`config.mk`:
```
export PLATFORM = sky130hd
export DESIGN_NAME = guess_input_ctrl
export DESIGN_NICKNAME = d
export VERILOG_FILES = /design/src/rtl/guess_pkg.sv /design/src/rtl/key_debounce.sv /design/src/rtl/guess_input_ctrl.sv
export SDC_FILE = /design/constraint.sdc
export NUM_CORES = 1
export LEC_CHECK = 0
export ABC_AREA = 1
export BUFFER_PORTS_ARGS = -buffer_cell sky130_fd_sc_hd__buf_2
export CAP_MARGIN = 20
export CORE_ASPECT_RATIO = 1.75
export CORE_MARGIN = 1
export CORE_UTILIZATION = 50
export DETAILED_ROUTE_END_ITERATION = 10
export PLACE_DENSITY = 0.67
export SYNTH_ARGS = -nofsm -noshare
export SYNTH_HDL_FRONTEND = slang
export SYNTH_SLANG_ARGS = --single-unit
export TNS_END_PERCENT = 20
```
`constraint.sdc`:
```
create_clock -name clk -period 2.15 [get_ports clk]
set_clock_uncertainty 0.1 [all_clocks]
set_input_delay 0.3225 -clock clk [delete_from_list [all_inputs] [get_ports clk]]
set_output_delay 0.3225 -clock clk [all_outputs]
set_load 0.01 [all_outputs]
```
`src/rtl/guess_pkg.sv`:
```
// Shared types and constants for the guessing-game input front end.
package guess_pkg;

  typedef enum logic [1:0] {
    S_IDLE = 2'd0,
    S_GEN  = 2'd1,
    S_PLAY = 2'd2
  } state_t;

  // Largest legal secret or guess value.
  localparam int unsigned MAX_DIGIT_DEF = 9;

  // Fibonacci taps for x^8+x^6+x^5+x^4+1 on a left-shifting register.
  localparam logic [7:0] LFSR_TAPS = 8'hB8;

  // Board push-keys pull low when pressed.
  localparam logic KEY_ACTIVE   = 1'b0;
  localparam logic KEY_RELEASED = ~KEY_ACTIVE;

  function automatic logic [7:0] lfsr_next(input logic [7:0] cur);
    return {cur[6:0], ^(cur & LFSR_TAPS)};
  endfunction

endpackage

```
`src/rtl/key_debounce.sv`:
```
// Two-flop synchroniser plus counter debouncer for one active-low push-key.
// key_press pulses for one cycle when the debounced level goes to pressed.
module key_debounce
  import guess_pkg::*;
#(
  parameter int unsigned DEBOUNCE_CYCLES = 500000
) (
  input  logic clk,
  input  logic reset,
  input  logic key_raw,
  output logic key_press
);

  localparam int unsigned CW = (DEBOUNCE_CYCLES > 2) ? $clog2(DEBOUNCE_CYCLES) : 1;
  localparam logic [CW-1:0] LAST = CW'(DEBOUNCE_CYCLES - 1);

  logic          sync1;
  logic          sync2;
  logic          level;
  logic [CW-1:0] cnt;

  // Synchronise, then accept a level change only after it has been stable for LAST+1 cycles.
  always_ff @(posedge clk or negedge reset) begin
    if (!reset) begin
      sync1     <= KEY_RELEASED;
      sync2     <= KEY_RELEASED;
      level     <= KEY_RELEASED;
      cnt       <= '0;
      key_press <= 1'b0;
    end else begin
      sync1     <= key_raw;
      sync2     <= sync1;
      key_press <= 1'b0;
      if (sync2 != level) begin
        if (cnt == LAST) begin
          level     <= sync2;
          cnt       <= '0;
          key_press <= (sync2 == KEY_ACTIVE);
        end else begin
          cnt <= cnt + CW'(1);
        end
      end else begin
        cnt <= '0;
      end
    end
  end

endmodule

```
`src/rtl/guess_input_ctrl.sv`:
```
// Front end for the guessing-game core: debounced keys, synced guess switches,
// LFSR-drawn secret digit and single-cycle strobes toward the core.
module guess_input_ctrl
  import guess_pkg::*;
#(
  parameter int unsigned DEBOUNCE_CYCLES = 500000,
  parameter logic [7:0]  LFSR_SEED       = 8'hA5,
  parameter int unsigned MAX_DIGIT       = MAX_DIGIT_DEF
) (
  input  logic       clk,
  input  logic       reset,
  input  logic [3:0] sw_guess,
  input  logic       key_submit,
  input  logic       key_new,
  output logic [3:0] guess_number,
  output logic [3:0] initial_number,
  output logic       guess_valid,
  output logic       guess_err,
  output logic       new_round,
  output logic       playing
);

  localparam logic [7:0] SEED_EFF = (LFSR_SEED == 8'h00) ? 8'h01 : LFSR_SEED;
  localparam logic [3:0] MAX_D    = 4'(MAX_DIGIT);

  state_t     state;
  logic [7:0] lfsr;
  logic [3:0] sw_s1;
  logic [3:0] sw_s2;
  logic       submit_ev;
  logic       new_ev;

  key_debounce #(.DEBOUNCE_CYCLES(DEBOUNCE_CYCLES)) u_db_submit (
    .clk       (clk),
    .reset     (reset),
    .key_raw   (key_submit),
    .key_press (submit_ev)
  );

  key_debounce #(.DEBOUNCE_CYCLES(DEBOUNCE_CYCLES)) u_db_new (
    .clk       (clk),
    .reset     (reset),
    .key_raw   (key_new),
    .key_press (new_ev)
  );

  // Guess switches are only synchronised; they are sampled at an accepted press.
  always_ff @(posedge clk or negedge reset) begin
    if (!reset) begin
      sw_s1 <= '0;
      sw_s2 <= '0;
    end else begin
      sw_s1 <= sw_guess;
      sw_s2 <= sw_s1;
    end
  end

  // Free-running LFSR; a non-zero seed keeps it off the all-zero lock-up state.
  always_ff @(posedge clk or negedge reset) begin
    if (!reset) begin
      lfsr <= SEED_EFF;
    end else begin
      lfsr <= lfsr_next(lfsr);
    end
  end

  // Round control with registered strobes; a new event outranks a submit event.
  always_ff @(posedge clk or negedge reset) begin
    if (!reset) begin
      state          <= S_IDLE;
      guess_number   <= '0;
      initial_number <= '0;
      guess_valid    <= 1'b0;
      guess_err      <= 1'b0;
      new_round      <= 1'b0;
      playing        <= 1'b0;
    end else begin
      guess_valid <= 1'b0;
      guess_err   <= 1'b0;
      new_round   <= 1'b0;
      case (state)
        S_IDLE: begin
          if (new_ev) begin
            state <= S_GEN;
          end
        end
        S_GEN: begin
          // Reject-sample the low nibble until it is a legal digit.
          if (lfsr[3:0] <= MAX_D) begin
            initial_number <= lfsr[3:0];
            new_round      <= 1'b1;
            playing        <= 1'b1;
            state          <= S_PLAY;
          end
        end
        S_PLAY: begin
          if (new_ev) begin
            state   <= S_GEN;
            playing <= 1'b0;
          end else if (submit_ev) begin
            if (sw_s2 <= MAX_D) begin
              guess_number <= sw_s2;
              guess_valid  <= 1'b1;
            end else begin
              guess_err <= 1'b1;
            end
          end
        end
        default: begin
          state   <= S_IDLE;
          playing <= 1'b0;
        end
      endcase
    end
  end

endmodule

```
==> flow_metrics.tcl, run 1 <==
set metrics [dict create \
    run_status "complete, no violations" \
    critPathLaunch "u_db_new.cnt[0]" \
    endpoint "u_db_new.cnt[5]" \
    dieWidth_um 65.3 \
    drt_iter0_drc 206 \
    hold_start "sw_s1[3]" \
    root_buffer "clkbuf_16" \
    cts_resized 0 \
    first_pass_iters 4 \
    p_clk_share_pct 49.2 \
    gp_congestion 0.898 \
    r2r_start "u_db_new.cnt[0]" \
    dp_cells 513 \
    synth_edf_count 0 \
    grt.total_usage_pct 21.4 \
    die-height_um 113 \
    cap_violations 0 \
    synth_top_family_by_area "simple AND/OR/NAND/NOR gates" \
    clockBufferDepth 2 \
    worst_slew_pin_slew_ns 0.534 \
    grt_pass1_vias 2682 \
    crit_fanout 7 \
    dp_hpwl_mm 5.11 \
    layout_commonest_cell "nand2_1" \
    syn_inst 410 \
    clk_latency_ns 0.33 \
    yosysWarnings 0 \
    clk_pin_slew_ns 0.06 \
    combPwrFrac_pct 2.9 \
    period_minus_slack_ns 1.66 \
    dieArea_um2 7360 \
    tns_ns 0 \
    area_growth_pct 16.7 \
    wl_mm 6.92 \
    cts_buffers 9 \
    drive_gt1_share_pct 16.6 \
    period_share_pct 77.2 \
    power_switching_w 0.000640 \
    synth_compound_area_share_pct 3.28 \
    dr_total_vias 2657 \
    drc 0 \
    yosysSeqAreaShare_pct 54.6 \
    r2r_cells 8 \
    core_area_um2 6810 \
    grt_max_degree 43 \
    max-vdd-ir-drop_uv 631 \
    syn_area_um2 3510 \
    cp.arrival_ns 1.82 \
    synth_adder_area_share_pct 0.714 \
    layoutNonFillerInstCount 536 \
    antenna_found_initial 0 \
    finalHoldViolCount 0 \
    cts_hold_buf 7 \
    r2r-end "u_db_new.cnt[5]" \
    min_path_cells 0 \
    synth_cell_types 32 \
    slew_viol_final 0 \
    io_buffers 19 \
    htree_num_levels 3 \
    cp-end-kind "flip-flop" \
    power_density_nw_per_um2 748 \
    viasPerCell 4.96 \
    cellLeakagePower_nw 1.94 \
    synth_ff_type "dfrtp_1" \
    final_cell_mix "96 x nand2_1, 85 x nor2_1, 66 x dfrtp_1" \
    rsz0062_at_grt "false" \
    clock.fmax_mhz 602 \
    synth-simple-area-share_pct 30.4 \
    max_slew_margin_pct 64.2 \
    fillers 611 \
    r2r_setup_slack_ns 0.49 \
    synthXorXnorAreaFrac_pct 5.17 \
    rows 40 \
    muxShareOfSynthArea_pct 0 \
    swShare_pct 20.9 \
    nNetsFinal 457 \
    synth_async_sr_flop_share_pct 100 \
    hp-class "reg2reg" \
    synth_seq_cells 76 \
    cts_tree "done" \
    grt.overflow.total 0 \
    postCtsSetupBuffers 0 \
    pin_count 20 \
    grt_pass1_wl_mm 11.8 \
    clock-sinks 76 \
    total_power_w 0.00306 \
    hold_ws_ns 0.246 \
    seqPwrFrac_pct 48.0 \
    syn-num-nets 420 \
    setup-violations-final 0 \
    syn_area_per_cell_um2 8.55 \
    p_int_w 0.00242 \
    antenna_left 0 \
    worst_setup_path_start_kind "flip-flop" \
    required_ns 2.31 \
    crit_type "reg2reg" \
    diodes 0 \
    start_util_pct 51.5 \
    post_drt_wl_per_cell_um 12.9 \
]
-- worst max-delay path: stages (launching register included) --
cell and delay (ns):
dfrtp_1 0.39, ha_1 0.22, nand2_1 0.14, nor2_1 0.09, inv_1 0.07, nor2_1 0.06, a21oi_2 0.31, inv_2 0.11
nor2_1 0.11
-- how the worst min path moves through the flow --
stage	to	slack (ns)
6_report	sw_s2[3]	0.25
5_1_grt	sw_s2[3]	0.26
4_1_cts	sw_s2[3]	0.25
3_5_place_dp	u_db_new.cnt[11]	0.20
3_3_place_gp	u_db_new.cnt[12]	0.20
2_1_floorplan	guess_err	-0.07
-- sequential cells by signal, indices dropped and copies added (netlist names) --
| name | cells |
|---|---|
| u_db_new.cnt | 19 |
| u_db_submit.cnt | 19 |
| u_db_submit.key_press | 1 |
| u_db_new.sync2 | 1 |
| playing | 1 |
| guess_number | 4 |
| state | 2 |
| u_db_new.key_press | 1 |
| u_db_new.level | 1 |
| guess_valid | 1 |
| initial_number | 4 |
| guess_err | 1 |
| sw_s2 | 4 |
| u_db_submit.sync1 | 1 |
| u_db_submit.level | 1 |
| u_db_submit.sync2 | 1 |
| u_db_new.sync1 | 1 |
| sw_s1 | 4 |
| new_round | 1 |
| lfsr | 8 |
-- cell usage after synthesis (3+ instances only) --
| master | number | share of area (%) |
|---|---|---|
| nand2_1 | 96 | 10 |
| nor2_1 | 85 | 9.1 |
| dfrtp_1 | 66 | 47 |
| inv_1 | 43 | 4.6 |
| nand3_1 | 20 | 2.9 |
| xor2_1 | 12 | 3.0 |
| nor3_1 | 11 | 1.6 |
| dfstp_2 | 10 | 7.5 |
| nor2_2 | 7 | 1.2 |
| a21oi_1 | 6 | 0.86 |
| nor2_4 | 6 | 1.9 |
| o21ai_1 | 6 | 0.86 |
| inv_2 | 5 | 0.54 |
| nand4_1 | 5 | 0.89 |
| xnor2_1 | 5 | 1.2 |
| o21ai_0 | 4 | 0.57 |
| nand2_2 | 3 | 0.54 |
-- metrics by stage --
step / setup WS (ns) / utilization, % / instance area, µm²
floorplan: 0.720 / - / 3510
global placement: 0.569 / 54.7 / 3720
detailed placement: 0.497 / 54.7 / 3720
CTS: 0.467 / 60.1 / 4090
global route: 0.320 / 60.1 / 4090
finish: 0.490 / 60.1 / 4090
-- layer usage --
metal	part of all wire, %	vias to the layer above	track usage [%]
met5	0	-	0
met4	2.2	0	8.41
met3	2.5	11	5.14
met2	57	30	39.5
met1	38	1276	22.4
li1	-	1340	-
-- cell type report --
type | instances | area [µm²] | area share (%)
inverters | 49 | 189 | 4.62
multi-input cells | 283 | 1390 | 33.9
clock buffers | 11 | 243 | 5.93
flip-flops and latches | 76 | 1910 | 46.8
well taps | 84 | 105 | 2.57
clock inverters | 5 | 60.1 | 1.47
repair buffers | 28 | 195 | 4.77
-- kinds of logic (layout without fill, tap and decap cells) --
logic type / count (synthesis) / in the layout
XOR/XNOR: 19 / 19
flip-flops: 76 / 76
AO/OA/AOI/OAI: 21 / 21
adder cells (fa/ha/maj): 2 / 2
buffers and inverters: 51 / 93
AND/OR/NAND/NOR: 241 / 241
-- power by group through the flow --
| stage | registers, W | clock network [W] | logic [W] |
|---|---|---|---|
| after floorplan | 0.00149 | 0 | 0.0000303 |
| after global placement | 0.00149 | 0 | 0.0000780 |
| after detailed placement | 0.00149 | 0 | 0.0000803 |
| after CTS | 0.00147 | 0.00154 | 0.0000910 |
| after global routing | 0.00147 | 0.00159 | 0.000103 |
| final | 0.00147 | 0.00151 | 0.0000874 |
No activity file was read; power rests on OpenSTA's default activity.
==> run 2: changes to the inputs <==
--- a/config.mk
+++ b/config.mk
@@ -12,7 +12,7 @@
 export CORE_MARGIN = 1
 export CORE_UTILIZATION = 50
 export DETAILED_ROUTE_END_ITERATION = 10
-export PLACE_DENSITY = 0.67
+export PLACE_DENSITY = 0.7
 export SYNTH_ARGS = -nofsm -noshare
 export SYNTH_HDL_FRONTEND = slang
 export SYNTH_SLANG_ARGS = --single-unit
==> constraint.sdc (replaced) <==
create_clock -name clk -period 1.4 [get_ports clk]
set_clock_uncertainty 0.1 [all_clocks]
set_input_delay 0.21 -clock clk [delete_from_list [all_inputs] [get_ports clk]]
set_output_delay 0.21 -clock clk [all_outputs]
set_load 0.01 [all_outputs]
==> flow_metrics.tcl, run 2 (synthesized netlist as in run 1, its figures left out) <==
set metrics [dict create \
    cts_tree "done" \
    viasPerCell 5.08 \
    cp_slowest_cell "dfrtp_1" \
    antenna_left 0 \
    hp-class "in2async" \
    htree_num_levels 3 \
    finalHoldViolCount 0 \
    drt_iter0_drc 177 \
    dr_total_vias 2944 \
    max-vdd-ir-drop_uv 895 \
    grt_pass1_wl_mm 13.0 \
    hold_ws_ns 0.210 \
    area_growth_pct 34.1 \
    crit_type "reg2reg" \
    cp.arrival_ns 1.66 \
    dp_hpwl_mm 5.62 \
    worst_slew_pin_slew_ns 0.325 \
    clock-sinks 76 \
    max_slew_margin_pct 78.4 \
    clk_pin_slew_ns 0.06 \
    grt_max_degree 37 \
    pin_count 20 \
    layout_commonest_cell "nand2_1" \
    grt.overflow.total 0 \
    grt.total_usage_pct 24.1 \
    cp-end-kind "flip-flop" \
    diodes 0 \
    core_area_um2 6810 \
    io_buffers 19 \
    first_pass_iters 4 \
    crit_chain "buf_4, nand2_1, nor2_4, nand2_2, nor2_4, buf_4, o22ai_1, nor2_1" \
    nNetsFinal 500 \
    post_drt_wl_per_cell_um 14.2 \
    root_buffer "clkbuf_16" \
    power_density_nw_per_um2 1090 \
    clk_latency_ns 0.33 \
    clock.fmax_mhz 663 \
    cts_buffers 9 \
    crit_fanout 4 \
    rows 40 \
    clockBufferDepth 2 \
    critPathMaxStageDelay_ns 0.40 \
    slew_viol_final 0 \
    dieWidth_um 65.3 \
    cp_num_buf_inv 2 \
    run_status "complete, but fails checks" \
    grt_pass1_vias 2917 \
    drc 0 \
    cap_violations 0 \
    die-height_um 113 \
    period_minus_slack_ns 1.51 \
    wl_mm 8.19 \
    cellLeakagePower_nw 2.28 \
    worst_slack_ns -0.109 \
    dieArea_um2 7360 \
    critPathTopFamily "simple AND/OR/NAND/NOR gates" \
    drive_gt1_share_pct 32.1 \
    tns_ns -1.45 \
    reg_top3 "u_db_new.cnt: 19 flops, u_db_submit.cnt: 19 flops, lfsr: 8 flops" \
    gp_congestion 0.884 \
    final_cell_mix "90 x nand2_1, 66 x nor2_1, 62 x dfrtp_1" \
    start_util_pct 51.5 \
    antenna_found_initial 0 \
    rsz0062_at_grt "true" \
    setup-violations-final 25 \
    violations "negative setup slack" \
    worst_setup_path_start_kind "flip-flop" \
    period_share_pct 108 \
    required_ns 1.55 \
]
-- run 2: cell types whose count changed in the layout (fill, tap and decap cells not counted), sizes merged --
cell,delta
bufinv,+2
clkinv,+1
clkbuf,-2
buf,+43
clkinvlp,-1
-- run 2: through the flow --
| step | util [%] | std cells | instance area (µm²) | power (W) | setup slack [ns] |
|---|---|---|---|---|---|
| finish | 69.1 | 579 | 4700 | 0.00512 | -0.109 |
| global route | 69.1 | 579 | 4700 | 0.00527 | -0.176 |
| CTS | 66.7 | 578 | 4540 | 0.00514 | -0.0676 |
| detailed placement | 59.2 | 554 | 4030 | 0.00243 | -0.161 |
| global placement | 59.2 | 554 | 4030 | 0.00243 | -0.103 |
| floorplan | - | 410 | 3510 | 0.00233 | -0.0286 |
-- run 2: area by class of cell --
cell class	count	area (µm²)
Multi-Input combinational cell	283	1620
Clock buffer	9	225
Inverter	49	191
Tap cell	84	105
Fill cell	532	2100
Sequential cell	76	1920
Clock inverter	7	124
Timing Repair Buffer	71	522
-- run 2: routing by layer --
metal	part of all wire, %	track usage [%]
met1	36	25.1
met2	58	43.1
met3	2.3	5.14
met4	3.9	13.8
met5	0	0
-- run 2: final timing paths --
| path | to | slack (ns) | cells after the start | from |
|---|---|---|---|---|
| min in group clk | sw_s2[2] | 0.25 | 0 | sw_s1[2] |
| min | u_db_new.cnt[7] | 0.21 | 2 | reset |
| max in group asynchronous | u_db_new.sync1 | 0.44 | 3 | reset |
| max reg2reg | u_db_new.cnt[11] | -0.11 | 8 | u_db_new.cnt[0] |
| max | u_db_new.cnt[11] | -0.11 | 8 | u_db_new.cnt[0] |
| min reg2reg | sw_s2[2] | 0.25 | 0 | sw_s1[2] |
-- run 2: timing repair --
item / CTS / global route
pin swaps: 9 / 7
hold buffers: 7 / 0
endpoints found under the setup margin: 33 / 41
buffers inserted: 2 / 2
endpoints found under the hold margin: 53 / 0
gates resized for setup: 23 / 37
-- run 2: worst reg2reg max path: stages, from the launching register on --
cell and delay (ns):
dfrtp_1 0.40, buf_4 0.14, nand2_1 0.08, nor2_4 0.16, nand2_2 0.10, nor2_4 0.12
buf_4 0.13, o22ai_1 0.06, nor2_1 0.13
-- run 2: power breakdown --
group,total (W),internal (W),switching [W]
Sequential,0.00226,0.00223,0.0000260
Combinational,0.000183,0.0000757,0.000107
Clock,0.00268,0.00176,0.000925
Total,0.00512,0.00406,0.00106
==> run 3: changes to the inputs <==
--- a/config.mk
+++ b/config.mk
@@ -6,13 +6,15 @@
 export NUM_CORES = 1
 export LEC_CHECK = 0
 export ABC_AREA = 1
-export BUFFER_PORTS_ARGS = -buffer_cell sky130_fd_sc_hd__buf_2
 export CAP_MARGIN = 20
+export CELL_PAD_IN_SITES_DETAIL_PLACEMENT = 1
+export CELL_PAD_IN_SITES_GLOBAL_PLACEMENT = 1
 export CORE_ASPECT_RATIO = 1.75
 export CORE_MARGIN = 1
-export CORE_UTILIZATION = 50
+export CORE_UTILIZATION = 43
 export DETAILED_ROUTE_END_ITERATION = 10
-export PLACE_DENSITY = 0.7
+export DONT_BUFFER_PORTS = 1
+export PLACE_DENSITY_LB_ADDON = 0.1
 export SYNTH_ARGS = -nofsm -noshare
 export SYNTH_HDL_FRONTEND = slang
 export SYNTH_SLANG_ARGS = --single-unit
==> flow_metrics.tcl, run 3 (synthesized netlist as in run 1, its figures left out) <==
set metrics [dict create \
    worst_slack_ns -0.0704 \
    slew_viol_final 0 \
    rows 43 \
    dieWidth_um 70.3 \
    dp_hpwl_mm 6.71 \
    post_drt_wl_per_cell_um 16.3 \
    first_pass_iters 6 \
    clock.fmax_mhz 680 \
    final_cell_area_um2 4510 \
    cap_violations 0 \
    die-height_um 121 \
    antenna_left 0 \
    grt_pass1_vias 3164 \
    dr_total_vias 2889 \
    worst_slew_pin_slew_ns 0.281 \
    area_growth_pct 28.6 \
    final_cell_mix "88 x nand2_1, 69 x nor2_1, 60 x dfrtp_1" \
    drt_iter0_drc 57 \
    max_slew_margin_pct 81.2 \
    cts_hold_buf 6 \
    drc 0 \
    layout_commonest_cell "nand2_1" \
    crit_type "reg2reg" \
    cts_buffers 9 \
    power_density_nw_per_um2 993 \
    period_minus_slack_ns 1.47 \
    htree_num_levels 3 \
    grt.overflow.total 0 \
    clock-sinks 76 \
    pre_cts_ws_ns -0.226 \
    viasPerCell 5.10 \
    clk_pin_slew_ns 0.06 \
    critPathMaxStageDelay_ns 0.36 \
    r2r_setup_slack_ns -0.07 \
    fillers 912 \
    nNetsFinal 481 \
    grt.total_usage_pct 23.2 \
    antenna_found_initial 0 \
    dieArea_um2 8530 \
    worst_setup_path_start_kind "flip-flop" \
    cts_tree "done" \
    io_buffers 0 \
    max-vdd-ir-drop_uv 716 \
    start_util_pct 44.3 \
    clk_latency_ns 0.34 \
    root_buffer "clkbuf_16" \
    finalHoldViolCount 76 \
    pin_count 20 \
    wl_mm 9.22 \
    cp-end-kind "flip-flop" \
    violations "negative hold slack, negative setup slack" \
    setup-violations-final 23 \
    hold_ws_ns -0.532 \
    required_ns 1.57 \
    grt_pass1_wl_mm 14.9 \
    postPlaceCellArea_um2 3910 \
    crit_chain "ha_2, nand2_4, buf_4, nor3_4, nand2_1, xor2_1, nor2_1" \
    cellLeakagePower_nw 2.13 \
    crit_fanout 3 \
    run_status "complete, but fails checks" \
    cp.arrival_ns 1.64 \
    core_area_um2 7910 \
    rsz0062_at_grt "true" \
    hp-class "in2async" \
    clockBufferDepth 2 \
    grt_max_degree 77 \
    gp_congestion 0.802 \
    diodes 0 \
    period_share_pct 105 \
    drive_gt1_share_pct 30.0 \
    cp_slowest_cell "dfrtp_1" \
    reg_top3 "u_db_new.cnt: 19 flops, u_db_submit.cnt: 19 flops, lfsr: 8 flops" \
]
run 3: changes by cell type in the layout (fill, tap and decap cells not counted), moves of 3 or more:
| cell | before | now |
|---|---|---|
| nor2_2 | 19 | 13 |
| nor2_4 | 13 | 16 |
| buf_2 | 18 | 0 |
| bufinv_16 | 3 | 0 |
| nor2_1 | 66 | 69 |
run 3: final timing paths:
path,to,cells after the start,start
min in group clk,sw_s2[3],0,sw_s1[3]
worst min-delay path,u_db_new.cnt[4],0,reset
worst max-delay path,u_db_new.cnt[10],7,u_db_new.cnt[0]
max in group asynchronous,u_db_submit.sync2,0,reset
worst min register to register,sw_s2[3],0,sw_s1[3]
worst max register to register,u_db_new.cnt[10],7,u_db_new.cnt[0]
run 3: metal layers:
metal  wire length [µm]  track usage (%)  vias up
li1                   -                -     1394
met1               3070             21.3     1445
met2               5690             46.5       30
met3                117             3.24       20
met4                346             13.0        0
met5                  0                0        -
run 3: layout make-up:
type	count	area, µm²	share of cell area (%)
multi-input combinational	283	1610	35.8
timing repair buffer	52	405	8.99
sequential	76	1920	42.6
inverter	49	189	4.19
clock buffer	10	229	5.08
clock inverter	6	38.8	0.860
tap	90	113	2.50
run 3: power by group:
part | switching [W] | internal [W]
clock | 0.000913 | 0.00120
combinational | 0.0000564 | 0.0000538
sequential | 0.0000254 | 0.00223
total | 0.000995 | 0.00348
run 3: per-stage QoR:
stage	setup TNS (ns)	total power (W)	instances	utilization, %
2_1_floorplan	-0.248	0.00233	410	-
3_3_place_gp	-1.45	0.00236	538	49.4
3_5_place_dp	-2.76	0.00237	538	49.4
4_1_cts	-0.905	0.00451	562	54.9
5_1_grt	-2.92	0.00460	566	57.0
6_report	-0.621	0.00448	566	57.0
run 3: critical path: cells and delay by family (launching register included):
| kind | cells | cell delay (ns) |
|---|---|---|
| flip-flops | 1 | 0.36 |
| buffers and inverters | 1 | 0.15 |
| XOR/XNOR | 1 | 0.14 |
| adder cells (fa/ha/maj) | 1 | 0.21 |
| AND/OR/NAND/NOR | 4 | 0.43 |
run 3: repair_timing:
item                       CTS  global route
setup endpoints to repair   33            44
gates resized for setup     26            38
buffers inserted             3             5
pin swaps                   12             9
hold endpoints to repair    82            76
